==> src/rtl/wb_arbiter.sv <==
// Round-robin Wishbone interconnect: NUM_MASTERS masters share one bus that is
// address-decoded onto NUM_SLAVES slaves, with decode-error and ack-timeout responses.
module wb_arbiter #(
    parameter int NUM_MASTERS    = 2,
    parameter int NUM_SLAVES     = 2,
    parameter int ADDRESS_WIDTH  = 16,
    parameter int DATA_WIDTH     = 8,
    parameter int DATA_BYTES     = 1,
    parameter logic [NUM_SLAVES*ADDRESS_WIDTH-1:0] SLAVE_BASE = '0,
    parameter logic [NUM_SLAVES*ADDRESS_WIDTH-1:0] SLAVE_MASK = '0,
    parameter int TIMEOUT_CYCLES = 255
) (
    input  logic                              clk_i,
    input  logic                              rst_n_i,
    input  logic [NUM_MASTERS-1:0]            m_cyc_i,
    input  logic [NUM_MASTERS-1:0]            m_stb_i,
    input  logic [NUM_MASTERS-1:0]            m_we_i,
    input  logic [NUM_MASTERS*ADDRESS_WIDTH-1:0] m_adr_i,
    input  logic [NUM_MASTERS*DATA_WIDTH-1:0] m_dat_i,
    input  logic [NUM_MASTERS*DATA_BYTES-1:0] m_sel_i,
    input  logic [NUM_MASTERS*3-1:0]          m_cti_i,
    output logic [DATA_WIDTH-1:0]             m_dat_o,
    output logic [NUM_MASTERS-1:0]            m_ack_o,
    output logic [NUM_MASTERS-1:0]            m_err_o,
    output logic [NUM_MASTERS-1:0]            m_gnt_o,
    output logic [ADDRESS_WIDTH-1:0]          s_adr_o,
    output logic [DATA_WIDTH-1:0]             s_dat_o,
    output logic                              s_we_o,
    output logic [DATA_BYTES-1:0]             s_sel_o,
    output logic [2:0]                        s_cti_o,
    output logic [NUM_SLAVES-1:0]             s_cyc_o,
    output logic [NUM_SLAVES-1:0]             s_stb_o,
    input  logic [NUM_SLAVES*DATA_WIDTH-1:0]  s_dat_i,
    input  logic [NUM_SLAVES-1:0]             s_ack_i
);

    localparam int PTR_W = (NUM_MASTERS > 1) ? $clog2(NUM_MASTERS) : 1;
    localparam int SLV_W = (NUM_SLAVES > 1) ? $clog2(NUM_SLAVES) : 1;
    localparam int CNT_W = (TIMEOUT_CYCLES > 0) ? $clog2(TIMEOUT_CYCLES + 1) : 1;

    typedef enum logic {IDLE, OWNED} state_t;

    state_t                 state, state_next;
    logic [NUM_MASTERS-1:0] grant, grant_next;
    logic [PTR_W-1:0]       pointer, pointer_next;
    logic [CNT_W-1:0]       count, count_next;
    logic                   err_reg, err_next;

    logic [PTR_W-1:0]         owner;
    logic                     owned, own_cyc, own_stb, own_we;
    logic [ADDRESS_WIDTH-1:0] own_adr;
    logic [DATA_WIDTH-1:0]    own_dat;
    logic [DATA_BYTES-1:0]    own_sel;
    logic [2:0]               own_cti;
    logic                     hit, routed, ack_any, decode_err;
    logic [SLV_W-1:0]         slv;
    int                       nxt;

    // First requester at or after start, wrapping around.
    function automatic logic [NUM_MASTERS-1:0] pick(input logic [NUM_MASTERS-1:0] req,
                                                    input int start);
        logic [NUM_MASTERS-1:0] res;
        int idx;
        res = '0;
        for (int i = NUM_MASTERS - 1; i >= 0; i--) begin
            idx = (start + i) % NUM_MASTERS;
            if (req[idx]) begin
                res      = '0;
                res[idx] = 1'b1;
            end
        end
        return res;
    endfunction

    always_comb begin
        owner   = '0;
        own_adr = '0;
        own_dat = '0;
        own_sel = '0;
        own_cti = '0;
        for (int i = 0; i < NUM_MASTERS; i++) begin
            if (grant[i]) begin
                owner   = PTR_W'(i);
                own_adr = m_adr_i[i*ADDRESS_WIDTH +: ADDRESS_WIDTH];
                own_dat = m_dat_i[i*DATA_WIDTH +: DATA_WIDTH];
                own_sel = m_sel_i[i*DATA_BYTES +: DATA_BYTES];
                own_cti = m_cti_i[i*3 +: 3];
            end
        end
    end

    assign owned   = |grant;
    assign own_cyc = |(m_cyc_i & grant);
    assign own_stb = |(m_stb_i & grant);
    assign own_we  = |(m_we_i & grant);

    // Reverse scan so the lowest-index matching slave wins.
    always_comb begin
        hit = 1'b0;
        slv = '0;
        for (int j = NUM_SLAVES - 1; j >= 0; j--) begin
            if ((own_adr & SLAVE_MASK[j*ADDRESS_WIDTH +: ADDRESS_WIDTH]) ==
                SLAVE_BASE[j*ADDRESS_WIDTH +: ADDRESS_WIDTH]) begin
                hit = 1'b1;
                slv = SLV_W'(j);
            end
        end
    end

    assign routed = owned && hit;

    always_comb begin
        s_cyc_o = '0;
        s_stb_o = '0;
        m_dat_o = '0;
        if (routed) begin
            s_cyc_o[slv] = own_cyc;
            s_stb_o[slv] = own_stb;
            m_dat_o      = s_dat_i[slv*DATA_WIDTH +: DATA_WIDTH];
        end
    end

    assign ack_any    = |(s_ack_i & s_stb_o);
    assign decode_err = owned && own_stb && !hit;

    assign s_adr_o = own_adr;
    assign s_dat_o = own_dat;
    assign s_we_o  = own_we;
    assign s_sel_o = own_sel;
    assign s_cti_o = own_cti;
    assign m_gnt_o = grant;
    assign m_ack_o = grant & {NUM_MASTERS{ack_any}};
    assign m_err_o = grant & {NUM_MASTERS{decode_err | err_reg}};

    always_comb begin
        state_next   = state;
        grant_next   = grant;
        pointer_next = pointer;
        nxt          = 0;
        case (state)
            IDLE: begin
                if (|m_cyc_i) begin
                    grant_next = pick(m_cyc_i, int'(pointer));
                    state_next = OWNED;
                end
            end
            OWNED: begin
                if (!own_cyc) begin
                    nxt          = (int'(owner) + 1) % NUM_MASTERS;
                    pointer_next = PTR_W'(nxt);
                    grant_next   = pick(m_cyc_i, nxt);
                    state_next   = (|m_cyc_i) ? OWNED : IDLE;
                end
            end
            default: state_next = IDLE;
        endcase
    end

    // Ack beats the timeout threshold because any ack or error clears the count first.
    always_comb begin
        count_next = '0;
        err_next   = 1'b0;
        if (TIMEOUT_CYCLES != 0 && state == OWNED && own_stb && !ack_any &&
            !decode_err && !err_reg && grant_next == grant) begin
            if (count == CNT_W'(TIMEOUT_CYCLES - 1))
                err_next = 1'b1;
            else
                count_next = count + CNT_W'(1);
        end
    end

    always_ff @(posedge clk_i or negedge rst_n_i) begin
        if (!rst_n_i) begin
            state   <= IDLE;
            grant   <= '0;
            pointer <= '0;
            count   <= '0;
            err_reg <= 1'b0;
        end else begin
            state   <= state_next;
            grant   <= grant_next;
            pointer <= pointer_next;
            count   <= count_next;
            err_reg <= err_next;
        end
    end

endmodule

==> config.mk <==
export PLATFORM = sky130hd
export DESIGN_NAME = wb_arbiter
export DESIGN_NICKNAME = d
export VERILOG_FILES = /design/src/rtl/wb_arbiter.sv
export SDC_FILE = /design/constraint.sdc
export NUM_CORES = 1
export LEC_CHECK = 0
export ABC_AREA = 1
export CAP_MARGIN = 20
export CORE_UTILIZATION = 40
export CTS_BUF_LIST = sky130_fd_sc_hd__clkbuf_16
export DETAILED_ROUTE_END_ITERATION = 8
export DONT_BUFFER_PORTS = 1
export SLEW_MARGIN = 20
export SYNTH_ARGS = -nofsm -noshare
export SYNTH_HDL_FRONTEND = slang
export SYNTH_SLANG_ARGS = --single-unit
==> constraint.sdc <==
create_clock -name clk_i -period 1.7 [get_ports clk_i]
set_input_delay 0 -clock clk_i [delete_from_list [all_inputs] [get_ports clk_i]]
set_output_delay 0 -clock clk_i [all_outputs]
set_load 0.02 [all_outputs]
==> impl_metrics.env <==
export IMPL_cts_sinks=13
export IMPL_mostFrequentLayoutCell="nand2_1"
export IMPL_wl_met2_um=1590
export IMPL_power_frac_comb_pct=44.5
export IMPL_top_register="count"
export IMPL_max_cap_violations=0
export IMPL_switchingPower_uw=622
export IMPL_setup_viol=0
export IMPL_worstPathArrival_ns=1.51
export IMPL_dr_pass1_iters=6
export IMPL_dp_cells=276
export IMPL_status="completed"
export IMPL_antenna_left=0
export IMPL_die_y_um=61.3
export IMPL_drcViolationCount=0
export IMPL_cp_start_kind="flop"
export IMPL_netlist_area_um2=1410
export IMPL_syn2layout_area_growth_pct=16.0
export IMPL_grt_pass1_vias=1058
export IMPL_drive_above_1_share_pct=22.7
export IMPL_vdd_drop_max_mv=0.373
export IMPL_wl_met1_um=1480
export IMPL_synthFlopType="dfrtp_1"
export IMPL_yosysWarnings=0
export IMPL_finalNetCount=323
export IMPL_dp_hpwl_um=2660
export IMPL_hold_depth=3
export IMPL_overflow=0
export IMPL_clockBufferDepth=2
export IMPL_clkLatencyLatePin_ns=0.24
export IMPL_synthArstFlopShare_pct=100
export IMPL_p_clk_share_pct=31.4
export IMPL_p_leak_uw=0.000901
export IMPL_timing_rr_end="count[2]"
export IMPL_portBuffers=0
export IMPL_dieWidth_um=61.3
export IMPL_start_util_pct=41.8
export IMPL_cts_tree="yes"
export IMPL_routed_via_density=5.00
export IMPL_cts_root_buf="clkbuf_16"
export IMPL_power_share_switching_pct=43.7
export IMPL_rrSetupSlack_ns=0.30
export IMPL_cp_required_ns=1.70
export IMPL_core_um2=3360
export IMPL_min_period_ns=1.51
export IMPL_routed_wl_um=3400
export IMPL_cts_buffers=3
export IMPL_rows=21
export IMPL_synth_edf_count=0
export IMPL_reg2reg_from="m_gnt_o[1]"
export IMPL_vias=1420
export IMPL_avgSynthCellArea_um2=6.19
export IMPL_hp_class="in -> reg"
export IMPL_clk_pin_slew_ns=0.05
export IMPL_ys_ff_latch=13
export IMPL_post_route_util_pct=48.5
export IMPL_hold_violations=0
export IMPL_worst_hold_startpoint="m_cyc_i[1]"
export IMPL_reg2reg_depth=6
export IMPL_grt_antenna_before_repair=0
export IMPL_endpoint_kind="output port"
export IMPL_routedWlPerCell_um=12.0
export IMPL_grt_pass1_wl_um=4650
export IMPL_maxSlewViolCount=0
export IMPL_p_int_uw=802
export IMPL_track_usage_pct=16.8
export IMPL_htree_levels=1
export IMPL_largest_reg_flops=8
export IMPL_powerDensity_nw_per_um2=874
export IMPL_rsz0062_at_grt="no"
export IMPL_fin_tns_setup_ns=0
export IMPL_yosysSeqAreaShare_pct=23.2
export IMPL_ios=129
export IMPL_met3_length_um=282
export IMPL_clock_skew_ns=0.00185
export IMPL_ys_types=26
export IMPL_holdPathEnd="m_gnt_o[0]"
export IMPL_top_layer_used="met4"
export IMPL_critPathMaxFanout=29
export IMPL_worst_slew_pin_slew_ns=0.607
export IMPL_fmaxAchievable_mhz=663
export IMPL_finalCritPeriodShare_pct=88.8
export IMPL_layout_common_cells="84 x nand2_1, 39 x nand3_1, 20 x inv_1"
export IMPL_dieArea_um2=3750
export IMPL_worstSetupPathType="reg -> out"
export IMPL_initialDrtViolationCount=38
export IMPL_max_slew_margin_pct=59.4
export IMPL_syn_inst=227
export IMPL_layout_cells_non_filler=284
export IMPL_seqPwrFrac_pct=24.1
export IMPL_finalWeightedCongestion=0.874
export IMPL_antenna_cells=0
export IMPL_grt_start_max_net_pins=30
-- cell type report --
| class | count | area [µm²] |
|---|---|---|
| inverters | 23 | 86.3 |
| repair buffers | 20 | 164 |
| clock inverters | 1 | 3.75 |
| well taps | 46 | 57.6 |
| clock buffers | 3 | 75.1 |
| multi-input cells | 178 | 918 |
| fillers | 352 | 1730 |
| flip-flops and latches | 13 | 325 |
-- synth_stat cells (2+ instances only) --
library cell | instances | area share, %
clkbuf_1 | 6 | 1.6
buf_6 | 2 | 1.6
nand4_1 | 2 | 0.89
buf_4 | 3 | 1.6
o21bai_1 | 3 | 1.6
inv_1 | 19 | 5.1
dfrtp_1 | 13 | 23
nand3_2 | 6 | 4.3
nand2_2 | 9 | 4.0
nand3_1 | 39 | 14
ha_1 | 2 | 1.8
nor2_1 | 14 | 3.7
inv_2 | 4 | 1.1
nand2_1 | 84 | 22
buf_2 | 2 | 0.71
nor3_2 | 9 | 6.4
-- critical path: stages, from the launching register on --
cell and delay (ns):
dfrtp_1 0.49, buf_6 0.25, nor2_2 0.28, nor2_1 0.07
buf_4 0.16
-- metal layers --
metal / track usage (%) / vias up
met4: 6.82 / 0
met5: 0 / -
met1: 21.3 / 618
met2: 28.0 / 60
met3: 3.57 / 5
li1: - / 737
-- worst max path at each step --
stage / cells past startpoint / startpoint / to
5_1_grt: 4 / m_gnt_o[1] / m_dat_o[2]
3_5_place_dp: 4 / m_gnt_o[1] / m_dat_o[3]
6_report: 4 / m_gnt_o[1] / m_dat_o[3]
4_1_cts: 4 / m_gnt_o[1] / m_dat_o[3]
2_1_floorplan: 7 / m_gnt_o[0] / err_reg
3_3_place_gp: 4 / m_gnt_o[1] / m_dat_o[7]
-- what timing repair did --
item                                   CTS  global route
buffers inserted                         0             0
hold buffers                             4             0
gates resized for setup                  1             1
endpoints found under the hold margin   16             0
pin swaps                                0             0
setup endpoints to repair                2             6
-- power groups by stage --
stage | registers, µW | logic (µW) | clock network, µW
after floorplan | 344 | 527 | 0
after global placement | 347 | 615 | 0
after detailed placement | 348 | 620 | 0
after CTS | 343 | 638 | 456
after global routing | 348 | 719 | 470
final | 343 | 633 | 448
-- cells by family (layout without fill, tap and decap cells) --
group | after synthesis | after routing | share of synthesized area (%)
and+or+nand+nor | 169 | 169 | 60.3
buffers and inverters | 37 | 47 | 11.9
DFF | 13 | 13 | 23.2
AOI/OAI and AO/OA | 5 | 5 | 2.58
adders and majority gates | 2 | 2 | 1.78
other | 1 | 2 | 0.267
-- stage by stage --
step	hold slack [ns]	setup slack, ns	instance area, µm²	power, µW
3_3_place_gp	-0.295	0.262	1510	963
2_1_floorplan	-0.296	0.377	1410	872
3_5_place_dp	-0.295	0.264	1510	967
6_report	0.00299	0.191	1630	1420
4_1_cts	0.00488	0.125	1630	1440
5_1_grt	0.0161	0.0480	1630	1540
Power figures use the tool's default switching activity.
